===== config.mk =====
export PLATFORM = sky130hd
export DESIGN_NAME = pc_unit
export DESIGN_NICKNAME = d
export VERILOG_FILES = /design/src/rtl/pc_unit_pkg.sv /design/src/rtl/pc_unit_ret_stack.sv /design/src/rtl/pc_unit.sv
export SDC_FILE = /design/constraint.sdc
export NUM_CORES = 1
export LEC_CHECK = 0
export ABC_AREA = 1
export CAP_MARGIN = 10
export CORE_MARGIN = 5
export CORE_UTILIZATION = 37
export DETAILED_ROUTE_END_ITERATION = 10
export GPL_TIMING_DRIVEN = 0
export SKIP_CTS_REPAIR_TIMING = 1
export SLEW_MARGIN = 15
export SYNTH_ARGS = -nofsm -noshare
export SYNTH_HDL_FRONTEND = slang
export SYNTH_SLANG_ARGS = --single-unit

===== constraint.sdc =====
create_clock -name clk -period 3.9 [get_ports clk]
set_clock_uncertainty 0.2 [all_clocks]
set_input_delay 0.585 -clock clk [delete_from_list [all_inputs] [get_ports clk]]
set_output_delay 0.585 -clock clk [all_outputs]
set_load 0.02 [all_outputs]

===== src/rtl/pc_unit_pkg.sv =====
// Shared fetch/decode constants: opcodes and the decoder's stack_control encoding.
package pc_unit_pkg;

    localparam logic [7:0] OP_CLL = 8'h0C;
    localparam logic [7:0] OP_RET = 8'h0D;
    localparam logic [7:0] OP_NOP = 8'h11;

    typedef enum logic [1:0] {
        SC_NONE = 2'b00,
        SC_POP  = 2'b01,
        SC_PUSH = 2'b10,
        SC_ILL  = 2'b11
    } stack_ctl_e;

endpackage


===== src/rtl/pc_unit_ret_stack.sv =====
// Return-address LIFO. Guards its own overflow/underflow; flush empties it in one cycle.
module pc_unit_ret_stack #(
    parameter int PC_W  = 8,
    parameter int DEPTH = 8
) (
    input  logic            clk,
    input  logic            rst_n,
    input  logic            i_push,
    input  logic            i_pop,
    input  logic            i_flush,
    input  logic [PC_W-1:0] i_data,
    output logic [PC_W-1:0] o_top,
    output logic            o_full,
    output logic            o_empty
);

    localparam int AW = $clog2(DEPTH);
    localparam logic [AW:0] SP_FULL = (AW+1)'(DEPTH);

    logic [AW:0]     r_sp;
    logic [PC_W-1:0] r_mem [DEPTH];
    logic [AW-1:0]   w_top_idx;

    assign o_full    = (r_sp == SP_FULL);
    assign o_empty   = (r_sp == '0);
    assign w_top_idx = r_sp[AW-1:0] - AW'(1);
    assign o_top     = r_mem[w_top_idx];

    always_ff @(posedge clk or negedge rst_n) begin
        if (!rst_n)
            r_sp <= '0;
        else if (i_flush)
            r_sp <= '0;
        else if (i_push && !o_full)
            r_sp <= r_sp + (AW+1)'(1);
        else if (i_pop && !o_empty)
            r_sp <= r_sp - (AW+1)'(1);
    end

    // Contents are don't-care after reset, so the array carries no reset.
    always_ff @(posedge clk) begin
        if (i_push && !o_full && !i_flush)
            r_mem[r_sp[AW-1:0]] <= i_data;
    end

endmodule


===== src/rtl/pc_unit.sv =====
// Fetch/PC stage: two-state FETCH/EXEC loop feeding the decoder, plus the return stack.
module pc_unit
    import pc_unit_pkg::*;
#(
    parameter int PC_W  = 8,
    parameter int DEPTH = 8
) (
    input  logic            clk,
    input  logic            rst_n,
    input  logic            i_soft_rst,
    input  logic            i_jmp_en,
    input  logic [1:0]      i_stack_control,
    output logic [1:0]      o_stack_flags,
    output logic [PC_W-1:0] o_imem_addr,
    input  logic [15:0]     i_imem_rdata,
    input  logic            i_imem_valid,
    output logic [7:0]      o_instr,
    output logic [7:0]      o_imm,
    output logic [PC_W-1:0] o_pc,
    output logic            o_stk_err
);

    localparam logic S_FETCH = 1'b0;
    localparam logic S_EXEC  = 1'b1;

    logic            r_state;
    logic [PC_W-1:0] r_pc;
    logic [7:0]      r_ir;
    logic [7:0]      r_imm;
    logic            r_stk_err;

    logic            w_full, w_empty;
    logic            w_push, w_pop, w_flush;
    logic [PC_W-1:0] w_top, w_pc_inc, w_target, w_pc_nxt;
    logic            w_err_nxt;
    stack_ctl_e      w_sc;

    assign w_pc_inc      = r_pc + PC_W'(1);
    assign w_target      = PC_W'(r_imm);
    assign w_sc          = stack_ctl_e'(i_stack_control);

    assign o_imem_addr   = r_pc;
    assign o_pc          = r_pc;
    assign o_imm         = r_imm;
    assign o_instr       = (r_state == S_EXEC) ? r_ir : OP_NOP;
    assign o_stk_err     = r_stk_err;
    assign o_stack_flags = {w_full, w_empty};

    always_comb begin
        w_pc_nxt  = r_pc;
        w_err_nxt = r_stk_err;
        w_push    = 1'b0;
        w_pop     = 1'b0;
        w_flush   = 1'b0;
        if (i_soft_rst) begin
            w_flush   = 1'b1;
            w_pc_nxt  = '0;
            w_err_nxt = 1'b0;
        end else if (r_state == S_EXEC) begin
            w_pc_nxt = w_pc_inc;
            // Decoder withheld push/pop at a boundary: still flag the misuse.
            if ((r_ir == OP_CLL && w_full) || (r_ir == OP_RET && w_empty))
                w_err_nxt = 1'b1;
            case (w_sc)
                SC_ILL: w_err_nxt = 1'b1;
                SC_POP: begin
                    if (w_empty) begin
                        w_err_nxt = 1'b1;
                    end else begin
                        w_pop    = 1'b1;
                        w_pc_nxt = w_top;
                    end
                end
                SC_PUSH: begin
                    if (i_jmp_en) begin
                        w_pc_nxt = w_target;
                        if (w_full) w_err_nxt = 1'b1;
                        else        w_push    = 1'b1;
                    end
                end
                default: begin
                    if (i_jmp_en) w_pc_nxt = w_target;
                end
            endcase
        end
    end

    always_ff @(posedge clk or negedge rst_n) begin
        if (!rst_n) begin
            r_state   <= S_FETCH;
            r_pc      <= '0;
            r_ir      <= OP_NOP;
            r_imm     <= '0;
            r_stk_err <= 1'b0;
        end else begin
            r_pc      <= w_pc_nxt;
            r_stk_err <= w_err_nxt;
            if (i_soft_rst) begin
                r_state <= S_FETCH;
                r_ir    <= OP_NOP;
                r_imm   <= '0;
            end else if (r_state == S_FETCH) begin
                if (i_imem_valid) begin
                    r_ir    <= i_imem_rdata[15:8];
                    r_imm   <= i_imem_rdata[7:0];
                    r_state <= S_EXEC;
                end
            end else begin
                r_state <= S_FETCH;
            end
        end
    end

    pc_unit_ret_stack #(.PC_W(PC_W), .DEPTH(DEPTH)) u_ret_stack (
        .clk     (clk),
        .rst_n   (rst_n),
        .i_push  (w_push),
        .i_pop   (w_pop),
        .i_flush (w_flush),
        .i_data  (w_pc_inc),
        .o_top   (w_top),
        .o_full  (w_full),
        .o_empty (w_empty)
    );

endmodule


==> results of run 1 <==
Yosys cell counts (all sizes together), types with 2 or more instances:
cell,instances,area [µm²]
dfstp,2,52.6
ha,4,50.1
nand3,38,190
xor2,3,26.3
dfrtp,28,701
a22oi,3,22.5
nor2,31,148
nand2,122,480
nand3b,2,15.0
o21ai,36,180
o22ai,4,25.0
buf,23,168
or2,6,37.5
edfxtp,64,1920
nand4,4,40.0
nor3,10,55.1
inv,55,209
a21oi,9,45.0
a22o,9,78.8
cell families after synthesis:
kind of cell | Yosys count
flops | 94
compound gates | 63
buf+inv | 78
fa+ha+maj | 5
xor+xnor | 3
simple gates | 214
registers in the layout, indices dropped and copies added, names as in the netlist:
name and flops:
u_ret_stack.r_mem 64, o_imem_addr 8, o_imm 8, r_ir 8, u_ret_stack.r_sp 4, o_stk_err 1
r_state 1
worst max-delay path, delay by kind of cell (launching register included):
kind | cells | cell delay (ns)
flops | 1 | 0.40
buf+inv | 5 | 1.30
simple gates | 2 | 0.28
fa+ha+maj | 1 | 0.26
layer usage:
layer	track usage (%)	up-vias	share of wire, %
met5	0	-	0
met4	6.16	0	1.8
li1	-	1656	-
met2	26.0	86	48
met3	4.29	12	5.3
met1	19.9	1567	44
layout by cell type (no fill, tap or decap), types with 2 or more instances in the layout:
master           count
nand2_1            117
nand3b_1             2
buf_4               16
nor3_2               9
dfstp_2              2
or2_2                4
nor2_1              28
xor2_1               3
a22o_1               9
o22ai_1              4
edfxtp_1            64
clkdlybuf4s50_1     56
dfrtp_1             28
nand3_1             38
clkinvlp_4           2
nand2_2              3
ha_1                 4
or2_0                2
a22oi_1              3
nand2_4              2
clkbuf_16            9
nand4_1              3
inv_1               49
buf_2                6
nor2_4               2
a21oi_1              9
o21ai_0             35
buf_6                2
inv_2                5
path summary, 6_finish.rpt:
kind                            cells past startpoint  slack, ns                 from                      end
worst max-delay path                                8       0.53  u_ret_stack.r_sp[0]         o_stack_flags[0]
worst min-delay path                                1       0.07                rst_n           o_imem_addr[2]
max in group asynchronous                           1       2.98                rst_n           o_imem_addr[7]
worst max register to register                      9       0.88  u_ret_stack.r_sp[0]  u_ret_stack.r_mem[3][7]
worst min register to register                      2       0.29            o_stk_err                o_stk_err
min in group clk                                    2       0.29            o_stk_err                o_stk_err
where the power goes:
part | internal (mW) | leakage, nW | switching, mW | total, mW
sequential | 1.08 | 0.984 | 0.0149 | 1.10
combinational | 0.0900 | 1.23 | 0.128 | 0.218
clock | 0.502 | 0.139 | 0.378 | 0.879
final cells by class:
cell class | count | area (µm²)
Clock buffer | 10 | 229
Buffer | 23 | 168
Timing Repair Buffer | 57 | 566
Sequential cell | 94 | 2680
Inverter | 55 | 209
Tap cell | 147 | 184
Fill cell | 1120 | 6380
Multi-Input combinational cell | 285 | 1480
Clock inverter | 6 | 68.8
per-stage QoR:
step                      setup slack, ns  std cells
final                               0.528        677
after global routing                0.382        677
after CTS                           0.486        677
after detailed placement            0.390        661
after global placement              0.265        661
after floorplan                      1.30        457
==> out/qor.yml, run 1 <==
floorplan:
  die_h_um: 120
  dieArea_um2: 14400
  io_pins: 58
  die_w_um: 120
  initial_core_util_pct: 37.5
  rows: 40
  core_area_um2: 12000
synthesis:
  ys_warn_count: 0
  synth_compound_area_share_pct: 8.22
  synth_xor_area_share_pct: 0.585
  synth_ff_type: "edfxtp_1"
  syn-num-nets: 485
  yosysUniqueCellTypes: 35
  synth_top_family_by_area: "simple AND/OR/NAND/NOR gates"
  synth_edf_count: 64
  synthAdderAreaFrac_pct: 1.56
  seq_area_frac_synth_pct: 59.6
  synth-seq-cells: 94
  avgSynthCellArea_um2: 9.82
  synthMuxAreaShare_pct: 0
  synth-simple-area-share_pct: 21.7
  async_flop_share_pct: 31.9
  synth_cells: 457
  syn_area_um2: 4490
drt:
  num_vias: 3321
  antenna_left: 0
  drt-pass1-iter-count: 4
  drtIter0Drc: 129
  wire_per_inst_um: 15.6
  wl_um: 10500
  vias_per_cell: 4.91
  drc: 0
pwr:
  ir_worst_vdd_v: 0.000193
  power.density_nw_per_um2: 393
  power_mw: 2.19
  p_leak_nw: 2.35
finish:
  finalNetCount: 553
  postLayoutCoreUtil_pct: 46.6
  drive_above_1_share_pct: 12.8
  fin_area_um2: 5580
  area.growth.synth_to_final_pct: 24.2
  antenna_cells: 0
clock_tree:
  clk_pin_slew_ns: 0.07
  cts_max_level: 3
  cts_sinks: 94
  cts_inserted_buffers: 9
  clockBufferDepth: 2
  cts_tree: "done"
  clk_latency_ns: 0.34
  cts-root-buf: "clkbuf_16"
grt:
  grt_max_degree: 31
  gr-total-overflow: 0
  grt_pass1_wl_um: 17900
  grt_use_total_pct: 15.8
  grt_pass1_vias: 3426
  antenna_found_initial: 0
flow_run:
  max_cap_viol_count: 0
worst_hold_path:
  worst_hold_path_type: "in2async"
worst_setup_path:
  crit_top_cell: "buf_4"
  crit_required_ns: 3.12
  cp-end-kind: "output port"
  path_class: "reg2out"
  max_stage_delay_ns: 0.59
  crit_fanout: 11
  critical_path.cell_chain: "buf_2 -> inv_2 -> buf_4 -> ha_1 -> nand2_4 -> nor2_4 -> buf_4 -> clkdlybuf4s50_1"
  slowest_stage: "clkdlybuf4s50_1"
  critical_path_arrival_ns: 2.59
  start_kind: "flip-flop"
sta:
  hold_viol_final: 0
  min_period_ns: 3.37
  drv_slew: 0
  maxSlewHeadroom_pct: 43.8
  min_period_over_period_pct: 86.5
  fmax_mhz: 297
  setup_viol_count_final: 0
  worstMarginPinSlew_ns: 0.838
  hold_ws_ns: 0.0735
  fin_setup_tns_ns: 0
  rsz0062_at_grt: "no"
placed_design:
  post-dp-hpwl_um: 7780
  dpl_cell_area_um2: 5260
  io_buffers: 57
  gp_congestion: 0.834
outcome:
  status: "completed"
Power figures use the tool's default switching activity.
==> inputs of run 2 (changes only) <==
--- a/config.mk
+++ b/config.mk
@@ -7,7 +7,7 @@
 export LEC_CHECK = 0
 export ABC_AREA = 1
 export CAP_MARGIN = 10
-export CORE_MARGIN = 5
+export CORE_MARGIN = 1
 export CORE_UTILIZATION = 37
 export DETAILED_ROUTE_END_ITERATION = 10
 export GPL_TIMING_DRIVEN = 0
==> run 2 against run 1 <==
  * Power increased by 0.18%
  * Sequential power about the same
  * Worst hold slack improved by 0.0090 ns
  * Via count increased by 0.12%
  * Critical endpoint unchanged
  * Largest power group unchanged
  * Highest routed layer unchanged
==> out/qor.yml, run 2 (synthesized netlist as in run 1, its figures left out) <==
pwr:
  switchingPower_mw: 0.506
  p_int_mw: 1.69
  power_frac_comb_pct: 9.9
  ir_worst_vdd_v: 0.000199
  pwr-share-clk_pct: 40.2
  power.density_nw_per_um2: 394
  seqPwrFrac_pct: 49.9
  p_sw_share_pct: 23.0
  p_leak_nw: 2.36
finish:
  fillers: 1085
  largest_reg_flops: 64
  drive_above_1_share_pct: 12.8
  fin_cells: 673
  antenna_cells: 0
  final_common_cell: "nand2_1"
  area.growth.synth_to_final_pct: 24.2
  finalNetCount: 553
  layout_common_cells: "nand2_1, edfxtp_1, clkdlybuf4s50_1"
floorplan:
  io_pins: 58
  die_h_um: 112
  die_w_um: 112
  rows: 39
  dieArea_um2: 12600
  initial_core_util_pct: 38.7
  core_area_um2: 11600
drt:
  drtIter0Drc: 188
  wire_per_inst_um: 15.4
  antenna_left: 0
  drc: 0
  drt-pass1-iter-count: 4
  wl_um: 10400
  num_vias: 3325
  vias_per_cell: 4.94
worst_hold_path:
  worst_hold_path_type: "in2async"
grt:
  antenna_found_initial: 0
  grt_pass1_vias: 3274
  grt_max_degree: 31
  gr-total-overflow: 0
  grt_pass1_wl_um: 16900
  grt_use_total_pct: 17.6
worst_setup_path:
  start_kind: "flip-flop"
  path_class: "reg2out"
  cp_top_family: "buffers and inverters"
  critical_path.cell_chain: "buf_2 -> inv_2 -> buf_4 -> ha_1 -> nand2_4 -> nor2_4 -> buf_4 -> clkdlybuf4s50_1"
  cp-end-kind: "output port"
  crit_fanout: 11
  worst-path-buf-inv: 5
  slowest_stage: "clkdlybuf4s50_1"
  crit_required_ns: 3.12
  critical_path_arrival_ns: 2.58
  crit_top_cell: "buf_4"
  max_stage_delay_ns: 0.59
outcome:
  status: "completed"
clock_tree:
  clk_latency_ns: 0.34
  cts_sinks: 94
  cts_tree: "done"
  cts-root-buf: "clkbuf_16"
  cts_inserted_buffers: 9
  cts_max_level: 3
  clk_pin_slew_ns: 0.07
  clockBufferDepth: 2
sta:
  fin_setup_tns_ns: 0
  fmax_mhz: 297
  maxSlewHeadroom_pct: 44.6
  hold_viol_final: 0
  setup_viol_count_final: 0
  min_period_over_period_pct: 86.3
  min_period_ns: 3.37
  worstMarginPinSlew_ns: 0.827
  rsz0062_at_grt: "no"
  drv_slew: 0
placed_design:
  io_buffers: 57
  post-dp-hpwl_um: 7570
  gp_congestion: 0.817
  placed_cells: 657
flow_run:
  max_cap_viol_count: 0
==> run 2: worst paths after layout <==
check	cells past startpoint	from	to	slack (ns)
max	8	u_ret_stack.r_sp[0]	o_stack_flags[0]	0.53
min	1	rst_n	o_imm[1]	0.08
max reg2reg	9	u_ret_stack.r_sp[0]	u_ret_stack.r_mem[3][7]	0.89
min reg2reg	2	o_stk_err	o_stk_err	0.28
max in group asynchronous	1	rst_n	u_ret_stack.r_sp[3]	2.96
min in group clk	2	o_stk_err	o_stk_err	0.28
==> run 2: metrics by stage <==
step / power (mW) / cell area (µm²) / hold slack, ns / setup slack [ns] / util (%)
after floorplan: 1.24 / 4490 / 0.0894 / 1.30 / -
after global placement: 1.33 / 5240 / 0.272 / 0.287 / 45.1
after detailed placement: 1.34 / 5260 / 0.272 / 0.374 / 45.3
after CTS: 2.21 / 5560 / 0.0995 / 0.499 / 47.9
after global routing: 2.28 / 5580 / 0.130 / 0.414 / 48.0
final: 2.20 / 5580 / 0.0825 / 0.534 / 48.0
==> run 2: power by group through the flow <==
stage / Clock [mW] / Combinational (mW) / Sequential, mW
floorplan: 0 / 0.114 / 1.12
global placement: 0 / 0.216 / 1.12
detailed placement: 0 / 0.219 / 1.12
CTS: 0.897 / 0.220 / 1.10
global route: 0.943 / 0.240 / 1.10
finish: 0.884 / 0.217 / 1.10
==> run 2: layout make-up <==
| class | instances | area [µm²] | share of cell area, % |
|---|---|---|---|
| sequential | 94 | 2680 | 48.0 |
| multi-input combinational | 285 | 1480 | 26.5 |
| timing repair buffer | 57 | 566 | 10.1 |
| clock buffer | 12 | 246 | 4.42 |
| inverter | 55 | 209 | 3.75 |
| tap | 143 | 179 | 3.21 |
| buffer | 23 | 168 | 3.01 |
| clock inverter | 4 | 56.3 | 1.01 |
==> run 2: layer usage <==
metal / up-vias / part of all wire [%] / track usage (%)
li1: 1659 / - / -
met1: 1574 / 45 / 22.8
met2: 86 / 49 / 29.5
met3: 6 / 4.5 / 3.51
met4: 0 / 1.0 / 6.31
met5: - / 0 / 0
==> run 2: worst reg2reg max path, stage by stage, from the launching register on <==
cell and delay (ns):
dfrtp_1 0.38, buf_2 0.19, inv_2 0.12, buf_4 0.20, ha_1 0.27, nand3_1 0.17
nand4_4 0.16, inv_2 0.14, nand2_1 0.15, nor3_2 0.66
